### config.mk
export PLATFORM = sky130hd
export DESIGN_NAME = bcd_stopwatch
export DESIGN_NICKNAME = d
export VERILOG_FILES = /design/src/rtl/stopwatch_pkg.sv /design/src/rtl/sync_edge.sv /design/src/rtl/bcd_stopwatch.sv
export SDC_FILE = /design/constraint.sdc
export NUM_CORES = 1
export LEC_CHECK = 0
export BUFFER_PORTS_ARGS = -buffer_cell sky130_fd_sc_hd__buf_2
export CELL_PAD_IN_SITES_DETAIL_PLACEMENT = 1
export CELL_PAD_IN_SITES_GLOBAL_PLACEMENT = 1
export CORE_AREA = 10 10 67 69
export DETAILED_ROUTE_END_ITERATION = 12
export DIE_AREA = 0 0 77 79
export GPL_ROUTABILITY_DRIVEN = 1
export PLACE_DENSITY = 0.74
export SLEW_MARGIN = 20
export SYNTH_ARGS = -nofsm -noshare
export SYNTH_HDL_FRONTEND = slang
export SYNTH_SLANG_ARGS = --single-unit
### constraint.sdc
create_clock -name clock -period 2.6 [get_ports clock]
set_clock_uncertainty 0.1 [all_clocks]
set_input_delay 0.26 -clock clock [delete_from_list [all_inputs] [get_ports clock]]
set_output_delay 0.26 -clock clock [all_outputs]
set_load 0.03 [all_outputs]
### src/rtl/stopwatch_pkg.sv
// Shared types and constants for the BCD stopwatch: FSM states, digit width,
// the packed display time and a BCD increment helper.
package stopwatch_pkg;

    localparam int unsigned DIGIT_W = 4;
    localparam logic [DIGIT_W-1:0] SEC_HI_MAX = 4'd5;
    localparam logic [DIGIT_W-1:0] DIGIT_MAX  = 4'd9;

    typedef enum logic [1:0] {
        IDLE,
        RUN,
        PAUSE
    } state_t;

    typedef struct packed {
        logic [DIGIT_W-1:0] min_hi;
        logic [DIGIT_W-1:0] min_lo;
        logic [DIGIT_W-1:0] sec_hi;
        logic [DIGIT_W-1:0] sec_lo;
    } bcd_time_t;

    // Plain ripple-carry BCD increment; the MAX_MIN wrap is handled by the caller.
    function automatic bcd_time_t bcd_inc(input bcd_time_t t);
        bcd_time_t r;
        r = t;
        if (t.sec_lo != DIGIT_MAX) begin
            r.sec_lo = t.sec_lo + 1'b1;
        end else begin
            r.sec_lo = '0;
            if (t.sec_hi != SEC_HI_MAX) begin
                r.sec_hi = t.sec_hi + 1'b1;
            end else begin
                r.sec_hi = '0;
                if (t.min_lo != DIGIT_MAX) begin
                    r.min_lo = t.min_lo + 1'b1;
                end else begin
                    r.min_lo = '0;
                    r.min_hi = (t.min_hi == DIGIT_MAX) ? '0 : t.min_hi + 1'b1;
                end
            end
        end
        return r;
    endfunction

endpackage

### src/rtl/sync_edge.sv
// Multi-flop synchronizer followed by a registered rising-edge detector.
// Chain and history reset to 1 so an input already high at reset release is not an edge.
module sync_edge #(
    parameter int unsigned DEPTH = 2
) (
    input  logic clock,
    input  logic reset,
    input  logic din,
    output logic pulse
);

    logic [DEPTH-1:0] chain_q;
    logic             hist_q;
    logic             pulse_q;

    always_ff @(posedge clock) begin
        if (!reset) begin
            chain_q <= '1;
            hist_q  <= 1'b1;
            pulse_q <= 1'b0;
        end else begin
            chain_q <= {chain_q[DEPTH-2:0], din};
            hist_q  <= chain_q[DEPTH-1];
            pulse_q <= chain_q[DEPTH-1] & ~hist_q;
        end
    end

    assign pulse = pulse_q;

endmodule

### src/rtl/bcd_stopwatch.sv
// MM:SS BCD stopwatch with IDLE/RUN/PAUSE control and registered outputs.
// Define BCD_STOPWATCH_LAP_EN to add the lap input that freezes the display.
module bcd_stopwatch
    import stopwatch_pkg::*;
#(
    parameter int unsigned SYNC_STAGES = 2,
    parameter int unsigned MAX_MIN     = 59
) (
    input  logic       clock,
    input  logic       reset,
    input  logic       one_hz_in,
    input  logic       start_stop,
    input  logic       clear,
`ifdef BCD_STOPWATCH_LAP_EN
    input  logic       lap,
`endif
    output logic [3:0] sec_lo,
    output logic [3:0] sec_hi,
    output logic [3:0] min_lo,
    output logic [3:0] min_hi,
    output logic       running,
    output logic       rollover
);

    localparam logic [DIGIT_W-1:0] MAX_MIN_HI = DIGIT_W'(MAX_MIN / 10);
    localparam logic [DIGIT_W-1:0] MAX_MIN_LO = DIGIT_W'(MAX_MIN % 10);

    logic tick, press, clr;

    sync_edge #(.DEPTH(SYNC_STAGES)) u_tick_sync  (.clock(clock), .reset(reset),
                                                   .din(one_hz_in), .pulse(tick));
    sync_edge #(.DEPTH(SYNC_STAGES)) u_press_sync (.clock(clock), .reset(reset),
                                                   .din(start_stop), .pulse(press));
    sync_edge #(.DEPTH(SYNC_STAGES)) u_clr_sync   (.clock(clock), .reset(reset),
                                                   .din(clear), .pulse(clr));

    state_t    state_q, state_d;
    bcd_time_t cnt_q, cnt_d;
    bcd_time_t disp_q, disp_d;
    logic      running_q, rollover_q, rollover_d;
    logic      at_max;

    assign at_max = (cnt_q.min_hi == MAX_MIN_HI) && (cnt_q.min_lo == MAX_MIN_LO) &&
                    (cnt_q.sec_hi == SEC_HI_MAX) && (cnt_q.sec_lo == DIGIT_MAX);

    // clr beats press and tick; a tick coinciding with press in RUN still counts.
    always_comb begin
        state_d    = state_q;
        cnt_d      = cnt_q;
        rollover_d = 1'b0;
        if (clr) begin
            state_d = IDLE;
            cnt_d   = '0;
        end else begin
            unique case (state_q)
                IDLE:  if (press) state_d = RUN;
                RUN: begin
                    if (tick) begin
                        if (at_max) begin
                            cnt_d      = '0;
                            rollover_d = 1'b1;
                        end else begin
                            cnt_d = bcd_inc(cnt_q);
                        end
                    end
                    if (press) state_d = PAUSE;
                end
                PAUSE: if (press) state_d = RUN;
                default: state_d = IDLE;
            endcase
        end
    end

`ifdef BCD_STOPWATCH_LAP_EN
    logic lap_pulse;
    logic freeze_q, freeze_d;

    sync_edge #(.DEPTH(SYNC_STAGES)) u_lap_sync (.clock(clock), .reset(reset),
                                                 .din(lap), .pulse(lap_pulse));

    // A lap edge freezes only from RUN, but a second edge releases in any state.
    always_comb begin
        freeze_d = freeze_q;
        if (clr) begin
            freeze_d = 1'b0;
        end else if (lap_pulse && (freeze_q || state_q == RUN)) begin
            freeze_d = ~freeze_q;
        end
        disp_d = freeze_d ? disp_q : cnt_d;
    end

    always_ff @(posedge clock) begin
        if (!reset) begin
            freeze_q <= 1'b0;
        end else begin
            freeze_q <= freeze_d;
        end
    end
`else
    always_comb begin
        disp_d = cnt_d;
    end
`endif

    always_ff @(posedge clock) begin
        if (!reset) begin
            state_q    <= IDLE;
            cnt_q      <= '0;
            disp_q     <= '0;
            running_q  <= 1'b0;
            rollover_q <= 1'b0;
        end else begin
            state_q    <= state_d;
            cnt_q      <= cnt_d;
            disp_q     <= disp_d;
            running_q  <= (state_d == RUN);
            rollover_q <= rollover_d;
        end
    end

    assign sec_lo   = disp_q.sec_lo;
    assign sec_hi   = disp_q.sec_hi;
    assign min_lo   = disp_q.min_lo;
    assign min_hi   = disp_q.min_hi;
    assign running  = running_q;
    assign rollover = rollover_q;

endmodule

# [Yosys cells after proc, flatten, opt, wreduce, memory -nomap -nowiden]
# Index checks and enable logic that the tools add are counted.
[word_totals] inputBits=5 register_bits=32
[classes] n_eq_ne=14 muxes=13 n_bitwise=9 addsub=4 n_reduce_logical=11
[ops] cell="$mux 4" count=5
[ops] cell="$add 4x1->4 const B" count=4
[ops] cell="$mux 16" count=1
[ops] cell="$eq 4x4->1 const B" count=3
[ops] cell="$mux 12" count=1
[ops] cell="$eq 4x3->1 const B" count=2
[ops] cell="$mux 8" count=1
[ops] cell="$ne 4x4->1 const B" count=2
[ops] cell="$mux 2" count=3
[ops] cell="$ne 2x2->1 const B" count=3
[ops] cell="$not 1->1" count=6
[ops] cell="$reduce_and 5->1" count=1
[ops] cell="$eq 2x1->1 const B" count=2
[ops] cell="$ne 4x3->1 const B" count=1
[ops] cell="$pmux 2 s2" count=1
[ops] cell="$reduce_and 4->1" count=1
[ops] cell="$reduce_or 2->1" count=2
[ops] cell="$reduce_or 4->1" count=1
[ops] cell="$and 1x1->1" count=3
[ops] cell="$logic_and 1x1->1" count=3
[ops] cell="$reduce_and 3->1" count=1
[ops] cell="$eq 2x2->1 const B" count=1
[ops] cell="$logic_not 2->1" count=1
[ops] cell="$reduce_and 2->1" count=1
[ops] cell="$mux 1" count=1

# [Depth between registers and ports, before layout]
[depth] depth_word=6 depth_mapped=6 ltp_nobuf=6

# [Hierarchy]
# From an unflattened synthesis, not the netlist that was laid out.
[unflattened] hier_cells=136 hier_area_um2=1338.8
[by_module_without_submodules] mod="bcd_stopwatch" instances=1 seq_area_each_um2=400.4 area_per_inst_um2=1016.0 cells_per_inst=112
[by_module_without_submodules] mod="sync_edge" instances=3 seq_area_each_um2=80.1 area_per_inst_um2=107.6 cells_per_inst=8

# [Worst setup path after synthesis]
# Ideal clock, no wire load.
[synth_path] kind="reg2reg" from="register, netlist name sec_lo[0]" to="register disp_q, in the netlist min_hi[3]" t_arrival_ns=1.810 synth_period_minus_slack_ns=1.984 setup_slack_ns=0.616 stages_incl_launch_ff=6 cell_sequence="dfxtp_1 -> ha_1 -> and3b_2 -> nand4_4 -> or4_1 -> a31oi_1"
[synth_lines] item="end signal, assigned" line_no="bcd_stopwatch.sv:115" source="disp_q <= disp_d;"
[synth_lines] item="end, declared" line_no="bcd_stopwatch.sv:39" source="bcd_time_t disp_q, disp_d;"

==> qor.yml <==
die:
  die-area_um2: 6083
  row_count: 21
  die_x_um: 77
  core_area_um2: 3232
  initial_core_util_pct: 41.58
  io_pins: 23
  die_h_um: 79
critical_path:
  path_buf_inv: 0
  cpPeakStageDelay_ns: 0.53
  cp_data_required_time_ns: 2.76
  cpLargestDelayFamily: "simple AND/OR/NAND/NOR gates"
  cp_max_fo: 9
  worstPathArrival_ns: 2.14
  critPathSlowestCell: "or4_1"
  cp-start-kind: "flip-flop"
  critical_path_class: "flip-flop to flip-flop"
  path_cells: "ha_1 -> and3b_2 -> nand4_4 -> or4_1 -> a31oi_1"
  worstSetupEndpointType: "flip-flop"
cells_and_area:
  final_cell_mix: "dfxtp_1, buf_2, nand2_1"
  diodes: 0
  layout_commonest_cell: "dfxtp_1"
  drive_gt1_share_pct: 22.35
  final_cells: 216
  nNetsFinal: 182
  final_util_pct: 49.25
  syn2layout_area_growth_pct: 18.44
drt:
  first_pass_iters: 2
  avgViaCountPerCell: 4.884
  drc_errors: 0
  detail-route-antenna-nets: 0
  vias: 1055
  drt_wl_total_mm: 2.695
  dr.first_iter.drc_count: 27
  wl_per_cell_um: 12.48
min_path:
  hold_path.class: "input port to flip-flop"
yosys:
  syn_nets: 154
  syn_area_um2: 1344
  synth_area_per_cell_um2: 9.530
  yosysTopAreaCell: "dfxtp_1"
  synth-warning-count: 0
  yosysTopAreaCellShare_pct: 47.67
  synth.distinct_cells: 30
  yosysSeqAreaShare_pct: 47.67
  syn-instance-count: 141
  synthTopCellsByArea: "dfxtp_1, ha_1, nand2b_1"
  ys_ff_latch: 32
global_routing:
  grt_pass1_vias: 1069
  antenna_found_initial: 0
  grt_max_degree: 18
  grt_pass1_wl_mm: 4.795
  grt_overflow: 0
  grt.total_usage_pct: 9.623
placement:
  gp_congestion: 0.7733
  dp.cells: 205
  portBuffers: 22
  dpl.hpwl_mm: 2.017
sta:
  finalSetupViolations: 0
  hold_ws_ns: 0.09249
  rsz0062_at_grt: "no"
  finalSetupTns_ns: 0
  maxSlewHeadroom_pct: 58.32
  drv_slew: 0
  finalCritPeriodShare_pct: 76.01
  worstMarginPinSlew_ns: 0.6252
  hold_violations: 0
  period_needed_ns: 1.976
  max_freq_mhz: 506.0
clock_network:
  htreeDepth: 2
  cts_num_sinks: 32
  cts_tree: "done"
  cts_buffers: 5
  path_clk_slew_ns: 0.10
  cts_resized: 0
  cts_setup_buffers: 0
  clk_path_buf_depth: 2
  insertion_delay_ns: 0.35
  cts_root_buf: "clkbuf_4"
pwr:
  leakage_nw: 0.6517
  peakVddDrop_mv: 0.2211
  power_density_nw_per_um2: 572.0
run_status:
  status: "complete, no violations"
run:
  cap_violations: 0
-- cell usage after synthesis, drive strengths merged --
cell type	count
dfxtp	32
nand3	6
clkbuf	2
nand2	12
ha	8
xnor2	2
a31oi	1
a21oi	10
a211oi	1
and3	1
nand2b	11
nand4	2
and2b	1
a2111oi	1
buf	2
and3b	4
nor3	4
o21ba	1
or4	3
or3	6
and2	1
nor2	11
o21ai	5
nand3b	5
xor2	3
inv	6
-- registers in the layout, summed over array words and instances, names as in the netlist --
name                  count
sec_lo                    4
u_tick_sync.chain_q       2
u_clr_sync.hist_q         1
running                   1
u_press_sync.chain_q      2
min_lo                    4
rollover                  1
sec_hi                    4
u_clr_sync.pulse          1
u_press_sync.hist_q       1
u_tick_sync.pulse         1
u_press_sync.pulse        1
u_tick_sync.hist_q        1
u_clr_sync.chain_q        2
state_q                   2
min_hi                    4
-- layer usage --
metal  track usage (%)  up-vias  share of wire, %
li1                  -      535                 -
met2             16.53       17                48
met3             4.392        8               5.7
met5                 0        -                 0
met1             9.549      495                43
met4             5.474        0               2.5
-- cell type report --
cell class,instances,area [um^2]
Tap cell,46,57.56
Clock inverter,3,42.54
Multi-Input combinational cell,99,650.6
Timing Repair Buffer,25,140.1
Inverter,6,22.52
Sequential cell,32,640.6
Fill cell,389,1640
Clock buffer,5,37.54
-- path summary, 6_finish.rpt --
kind	startpoint	end	slack, ns	cells after the start
max	sec_lo[0]$_SDFFE_PP0P_	min_hi[3]$_SDFFE_PP0P_	0.62	5
min	reset	u_press_sync.chain_q[1]$_SDFF_PN1_	0.09	2
max reg2reg	sec_lo[0]$_SDFFE_PP0P_	min_hi[3]$_SDFFE_PP0P_	0.62	5
min reg2reg	u_tick_sync.hist_q$_SDFF_PN1_	u_tick_sync.pulse$_SDFF_PN0_	0.28	1
-- per-stage QoR --
step / total power [mW] / instance area [um^2] / setup WS [ns]
6_report: 0.9103 / 1592 / 0.6238
5_1_grt: 0.9549 / 1592 / 0.4714
4_1_cts: 0.9265 / 1592 / 0.5878
3_5_place_dp: 0.5410 / 1481 / 0.6137
3_3_place_gp: 0.5392 / 1481 / 0.7551
2_1_floorplan: 0.5334 / 1344 / 0.6162
-- worst register-to-register path: cells and delay by family (launching register included) --
kind                       cells  cell delay [ns]
and+or+nand+nor                3             0.96
DFF                            1             0.43
AOI/OAI and AO/OA              1             0.20
adders and majority gates      1             0.20
-- logic make-up (layout without fill, tap and decap cells) --
logic type,after synthesis,after routing,share of synthesized area (%)
DFF,32,32,47.67
and+or+nand+nor,67,67,29.70
buffers and inverters,10,39,3.911
adders and majority gates,8,8,7.449
xor gates and xnor gates,5,5,3.259
AOI/OAI and AO/OA,19,19,8.008
-- timing repair --
action / 4_1_cts / 5_1_grt
setup endpoints to repair: 0 / 0
hold endpoints to repair: 3 / 0
hold buffers: 3 / 0
-- report_power, final --
part	leakage [nW]	switching, mW	total, mW	internal [mW]
sequential	0.260	0.00464	0.503	0.498
clock	0.0412	0.178	0.378	0.200
combinational	0.351	0.0169	0.0294	0.0125
total	0.652	0.199	0.910	0.711
(Power assumes the default switching activity.)
